==> config.mk <==
export PLATFORM = sky130hd
export DESIGN_NAME = fifo_ctrl
export DESIGN_NICKNAME = d
export VERILOG_FILES = /design/src/rtl/fifo_ctrl_pkg.sv /design/src/rtl/fifo_ctrl_mem_ctr.sv /design/src/rtl/fifo_ctrl.sv
export SDC_FILE = /design/constraint.sdc
export NUM_CORES = 1
export LEC_CHECK = 0
export ABC_CLOCK_PERIOD_IN_PS = 5800
export CAP_MARGIN = 20
export CORE_MARGIN = 8
export CORE_UTILIZATION = 41
export CTS_CLUSTER_DIAMETER = 30
export CTS_CLUSTER_SIZE = 8
export DETAILED_ROUTE_END_ITERATION = 7
export PLACE_DENSITY = 0.88
export SETUP_SLACK_MARGIN = 0.02
export SYNTH_ARGS = -nofsm -noshare
export SYNTH_HDL_FRONTEND = slang
export SYNTH_SLANG_ARGS = --single-unit
==> constraint.sdc <==
create_clock -name clk -period 5.8 [get_ports clk]
set_input_delay 1.16 -clock clk [delete_from_list [all_inputs] [get_ports clk]]
set_output_delay 1.16 -clock clk [all_outputs]
set_load 0.005 [all_outputs]
==> src/rtl/fifo_ctrl_pkg.sv <==
// Shared types and defaults for the two-bank FIFO controller.
package fifo_ctrl_pkg;
  localparam int AW_DEF = 3;
  localparam int DW_DEF = 32;

  typedef enum logic {
    RUN   = 1'b0,
    FLUSH = 1'b1
  } state_t;
endpackage

==> src/rtl/fifo_ctrl_mem_ctr.sv <==
// Steers FIFO reads/writes onto two single-port banks (address bit 0 picks the bank).
// A write colliding with a read on the same bank is deferred by one cycle.
module mem_ctr
  import fifo_ctrl_pkg::*;
#(
  parameter int AW = AW_DEF,
  parameter int DW = DW_DEF
) (
  input  logic          clk,
  input  logic          rst,
  input  logic          rd,
  input  logic          wr,
  input  logic [AW-1:0] r_adr,
  input  logic [AW-1:0] w_adr,
  input  logic [DW-1:0] di,
  output logic          ENABLE_0,
  output logic          WE_0,
  output logic [AW-2:0] A_0,
  output logic [DW-1:0] DI_0,
  output logic          ENABLE_1,
  output logic          WE_1,
  output logic [AW-2:0] A_1,
  output logic [DW-1:0] DI_1,
  output logic          pend_v,
  output logic [AW-1:0] pend_adr
);
  logic [DW-1:0]          pend_data;
  logic                   conflict;
  logic [1:0]             en, we;
  logic [1:0][AW-2:0]     a;
  logic [1:0][DW-1:0]     d;

  // Both pointers advance after a collision, so next cycle's requests hit the
  // other bank and never clash with the deferred write.
  always_comb begin
    en = '0;
    we = '0;
    a  = '0;
    d  = '0;
    conflict = rd & wr & (r_adr[0] == w_adr[0]);
    if (pend_v) begin
      en[pend_adr[0]] = 1'b1;
      we[pend_adr[0]] = 1'b1;
      a[pend_adr[0]]  = pend_adr[AW-1:1];
      d[pend_adr[0]]  = pend_data;
    end
    if (rd) begin
      en[r_adr[0]] = 1'b1;
      we[r_adr[0]] = 1'b0;
      a[r_adr[0]]  = r_adr[AW-1:1];
    end
    if (wr && !conflict) begin
      en[w_adr[0]] = 1'b1;
      we[w_adr[0]] = 1'b1;
      a[w_adr[0]]  = w_adr[AW-1:1];
      d[w_adr[0]]  = di;
    end
  end

  assign ENABLE_0 = en[0];
  assign WE_0     = we[0];
  assign A_0      = a[0];
  assign DI_0     = d[0];
  assign ENABLE_1 = en[1];
  assign WE_1     = we[1];
  assign A_1      = a[1];
  assign DI_1     = d[1];

  always_ff @(posedge clk) begin
    if (rst) begin
      pend_v    <= 1'b0;
      pend_adr  <= '0;
      pend_data <= '0;
    end else begin
      pend_v <= conflict;
      if (conflict) begin
        pend_adr  <= w_adr;
        pend_data <= di;
      end
    end
  end
endmodule

==> src/rtl/fifo_ctrl.sv <==
// FIFO controller over two SPRAM banks with flush FSM.
// Define FIFO_CTRL_ERR_EN to add sticky ovf/udf error flags.
module fifo_ctrl
  import fifo_ctrl_pkg::*;
#(
  parameter int AW = AW_DEF,
  parameter int DW = DW_DEF
) (
  input  logic          clk,
  input  logic          rst,
  input  logic          push,
  input  logic [DW-1:0] push_data,
  output logic          push_ready,
  input  logic          pop,
  output logic          pop_ready,
  output logic          rd_valid,
  output logic [DW-1:0] rd_data,
  input  logic          flush,
  output logic [AW:0]   count,
  output logic          full,
  output logic          empty,
`ifdef FIFO_CTRL_ERR_EN
  output logic          ovf,
  output logic          udf,
`endif
  output logic          ENABLE_0,
  output logic          WE_0,
  output logic [AW-2:0] A_0,
  output logic [DW-1:0] DI_0,
  output logic          ENABLE_1,
  output logic          WE_1,
  output logic [AW-2:0] A_1,
  output logic [DW-1:0] DI_1,
  input  logic [DW-1:0] DO_0,
  input  logic [DW-1:0] DO_1
);
  localparam logic [AW:0] WRAP_ONLY = {1'b1, {AW{1'b0}}};

  state_t        state, state_nx;
  logic [AW:0]   wr_ptr, rd_ptr;
  logic          rd_bank;
  logic          pend_v, pend_hit, run;
  logic [AW-1:0] pend_adr;
  logic          push_acc, pop_acc;

  assign run        = (state == RUN);
  assign full       = ((wr_ptr ^ rd_ptr) == WRAP_ONLY);
  assign empty      = (wr_ptr == rd_ptr);
  assign count      = wr_ptr - rd_ptr;
  assign pend_hit   = pend_v & (rd_ptr[AW-1:0] == pend_adr);
  assign push_ready = ~full & run;
  assign pop_ready  = ~empty & run & ~pend_hit;
  assign push_acc   = push & push_ready & ~flush;
  assign pop_acc    = pop & pop_ready & ~flush;
  assign rd_data    = rd_bank ? DO_1 : DO_0;

  always_comb begin
    state_nx = state;
    case (state)
      RUN:     if (flush) state_nx = FLUSH;
      FLUSH:   if (!pend_v) state_nx = RUN;
      default: state_nx = RUN;
    endcase
  end

  always_ff @(posedge clk) begin
    if (rst) begin
      state    <= RUN;
      wr_ptr   <= '0;
      rd_ptr   <= '0;
      rd_bank  <= 1'b0;
      rd_valid <= 1'b0;
    end else begin
      state    <= state_nx;
      rd_valid <= pop_acc;
      if (pop_acc) rd_bank <= rd_ptr[0];
      if (push_acc) wr_ptr <= wr_ptr + 1'b1;
      if (!run || flush) rd_ptr <= wr_ptr;
      else if (pop_acc) rd_ptr <= rd_ptr + 1'b1;
    end
  end

`ifdef FIFO_CTRL_ERR_EN
  always_ff @(posedge clk) begin
    if (rst || flush) begin
      ovf <= 1'b0;
      udf <= 1'b0;
    end else if (run) begin
      if (push && full) ovf <= 1'b1;
      if (pop && empty) udf <= 1'b1;
    end
  end
`endif

  mem_ctr #(.AW(AW), .DW(DW)) u_mem (
    .clk      (clk),
    .rst      (rst),
    .rd       (pop_acc),
    .wr       (push_acc),
    .r_adr    (rd_ptr[AW-1:0]),
    .w_adr    (wr_ptr[AW-1:0]),
    .di       (push_data),
    .ENABLE_0 (ENABLE_0),
    .WE_0     (WE_0),
    .A_0      (A_0),
    .DI_0     (DI_0),
    .ENABLE_1 (ENABLE_1),
    .WE_1     (WE_1),
    .A_1      (A_1),
    .DI_1     (DI_1),
    .pend_v   (pend_v),
    .pend_adr (pend_adr)
  );
endmodule

==> impl_metrics.json <==
{
  "post-cts-setup-buffers": 0,
  "hold_violations": 0,
  "arrival_ns": 3.85,
  "yosysTopAreaCell": "dfxtp_1",
  "seq_area_frac_synth_pct": 27.2,
  "clock_skew_ns": 0.00547,
  "io_pins": 214,
  "cts_resized": 0,
  "fin_cells": 774,
  "yosys.area.top_type_share_pct": 27.2,
  "worstSkewPairLatency_ns": 0.29,
  "slew_headroom_pct": 49.7,
  "via_count": 3994,
  "grt_pass1_vias": 3968,
  "path_max_fanout": 70,
  "wl_per_cell_um": 16.6,
  "status": "complete, no violations",
  "endpoint_kind": "output pin",
  "fmax_mhz": 199,
  "ant_nets": 0,
  "ctsRootBufferMaster": "clkbuf_8",
  "drc": 0,
  "syn_area_mm2": 0.00346,
  "cap_violations": 0,
  "dpl_worst_slack_ns": 0.808,
  "p_total_mw": 0.789,
  "cts_buffers": 5,
  "clock_sinks": 47,
  "ys_top_cells_by_area": "dfxtp_1 (27%), nand2_1 (15%), mux2i_1 (11%)",
  "ir_worst_vdd_uv": 76.7,
  "fp.dieArea_mm2": 0.0116,
  "dpl_cell_area_mm2": 0.00561,
  "design_area_mm2": 0.00568,
  "syn-instance-count": 478,
  "drive_gt1_share_pct": 8.37,
  "h-tree-depth": 2,
  "start_util_pct": 42.2,
  "comb_power_share_pct": 34.3,
  "antenna_found_initial": 0,
  "power_leakage_nw": 2.26,
  "die_w_um": 108,
  "avgSynthCellArea_um2": 7.25,
  "synth_cell_types": 37,
  "first_pass_iters": 6,
  "drv_slew": 0,
  "clock_path_buffers": 2,
  "tightestPinTransition_ns": 0.751,
  "rsz0062_at_grt": "no",
  "power_density_mw_per_mm2": 139,
  "tns_ns": 0,
  "yosysWarnings": 0,
  "seqPwrFrac_pct": 42.5,
  "critPathKind": "input pin to output pin",
  "postCtsHoldBufs": 0,
  "grt_max_degree": 71,
  "placed_cells": 768,
  "grt_pass1_wl_um": 20100,
  "cp-start-kind": "input pin",
  "nNetsFinal": 777,
  "yosys_register_bits": 47,
  "hold_class": "register to register",
  "sw_frac_of_total_pct": 26.8,
  "overflow": 0,
  "cts_tree": "built",
  "grt_use_total_pct": 21.0,
  "syn-num-nets": 585,
  "cts.clk_slew.worst_paths_ns": 0.08,
  "crit_required_ns": 4.64,
  "die_y_um": 108,
  "core_area_mm2": 0.00822,
  "p_sw_mw": 0.211,
  "syn2layout_area_growth_pct": 64.0,
  "timing.final.crit_share_pct": 86.5,
  "setup_viol": 0,
  "fill_cells": 666,
  "hpwl_um": 10200,
  "wl_um": 12900,
  "rows": 33,
  "layout_setup_ws_ns": 0.785,
  "fin_crit_ns": 5.01,
  "io_buffers": 213,
  "internal_power_mw": 0.578,
  "place.gp.congestion": 0.881,
  "p_clk_share_pct": 23.2,
  "drt_iter0_markers": 168,
  "viasPerCell": 5.16,
  "diodes": 0
}
-- stage by stage --
stage | hold slack (ns) | utilization [%]
5_1_grt | 0.504 | 69.1
3_3_place_gp | 0.445 | 68.3
4_1_cts | 0.464 | 69.1
6_report | 0.463 | 69.1
3_5_place_dp | 0.453 | 68.3
2_1_floorplan | 0.486 | -
-- synth_stat cells, drive strengths merged --
master and count:
a211oi 6, or3 2, nor2 53, nor3 1, xnor2 6, nand3 4
a21o 2, o31a 2, or3b 1, fa 1, nand2 137, inv 9
mux2 36, buf 17, o21ai 67, clkbuf 20, nand2b 1, and2 2
a21oi 4, nand4 4, o2111ai 1, xor2 5, dfxtp 47, o2111a 1
or2b 1, and3 1, nor2b 1, nand4b 1, and4 1, mux2i 39
ha 5
-- critical path: stages --
cell	delay, ns
clkdlybuf4s50_1	0.45
or3b_1	0.42
a211oi_1	0.32
o31a_2	0.20
buf_4	0.47
nand2_1	0.11
o21ai_0	0.11
clkdlybuf4s50_1	0.55
-- power groups by stage --
| stage | registers [mW] | clock network [mW] | logic (mW) |
|---|---|---|---|
| 2_1_floorplan | 0.341 | 0 | 0.101 |
| 5_1_grt | 0.337 | 0.203 | 0.293 |
| 3_3_place_gp | 0.343 | 0 | 0.265 |
| 6_report | 0.336 | 0.183 | 0.270 |
| 4_1_cts | 0.335 | 0.189 | 0.273 |
| 3_5_place_dp | 0.343 | 0 | 0.272 |
-- metal layers --
layer	GRT usage [%]	vias to the layer above	routed length (um)	part of all wire [%]
met3	5.39	20	1140	8.8
met4	6.24	0	261	2.0
met1	22.6	1814	5010	39
li1	-	1977	-	-
met2	39.3	183	6440	50
met5	0	-	0	0
-- cells in the final DEF (no fill, tap or decap), types with 4 or more instances in the layout --
| cell | instances |
|---|---|
| a21oi_1 | 4 |
| inv_1 | 8 |
| clkbuf_8 | 5 |
| nand3_1 | 4 |
| nand2_1 | 137 |
| nand4_1 | 4 |
| mux2i_1 | 39 |
| dfxtp_1 | 47 |
| clkdlybuf4s50_1 | 213 |
| xor2_1 | 4 |
| o21ai_1 | 40 |
| o21ai_0 | 27 |
| a211oi_1 | 6 |
| ha_1 | 5 |
| nor2_1 | 53 |
| buf_4 | 8 |
| xnor2_1 | 6 |
| mux2_2 | 34 |
-- area by class of cell --
cell class | instances | area, um2 | share of cell area (%)
clock buffer | 6 | 72.6 | 1.28
inverter | 9 | 33.8 | 0.595
timing repair buffer | 222 | 2210 | 38.9
multi-input combinational | 385 | 2290 | 40.3
sequential | 47 | 941 | 16.6
tap | 105 | 131 | 2.31
-- kinds of logic (layout without fill, tap and decap cells) --
| kind of cell | count (synthesis) | count (layout) | share of synthesized area (%) |
|---|---|---|---|
| AO/OA/AOI/OAI | 83 | 83 | 13.1 |
| flip-flops | 47 | 47 | 27.2 |
| adder cells (fa/ha/maj) | 6 | 6 | 2.38 |
| AND/OR/NAND/NOR | 210 | 210 | 24.3 |
| multiplexers | 75 | 75 | 23.2 |
| buffers and inverters | 46 | 237 | 6.90 |
| XOR/XNOR | 11 | 11 | 3.00 |
-- worst paths after layout --
kind / cells past startpoint / startpoint / slack [ns] / end
max: 8 / flush / 0.79 / DI_1[1]
min: 2 / rd_bank$_SDFFE_PP0N_ / 0.46 / rd_bank$_SDFFE_PP0N_
max reg2reg: 8 / rd_ptr[1]$_SDFFE_PP0P_ / 3.07 / u_mem.pend_data[20]$_SDFFE_PP0P_
min reg2reg: 2 / rd_bank$_SDFFE_PP0N_ / 0.46 / rd_bank$_SDFFE_PP0N_
-- flip-flops by register name, indices dropped and copies added, names as in the netlist --
signal           cells
rd_bank              1
wr_ptr               4
u_mem.pend_v         1
state                1
rd_ptr               4
u_mem.pend_adr       3
rd_valid             1
u_mem.pend_data     32
Power figures use the tool's default switching activity.
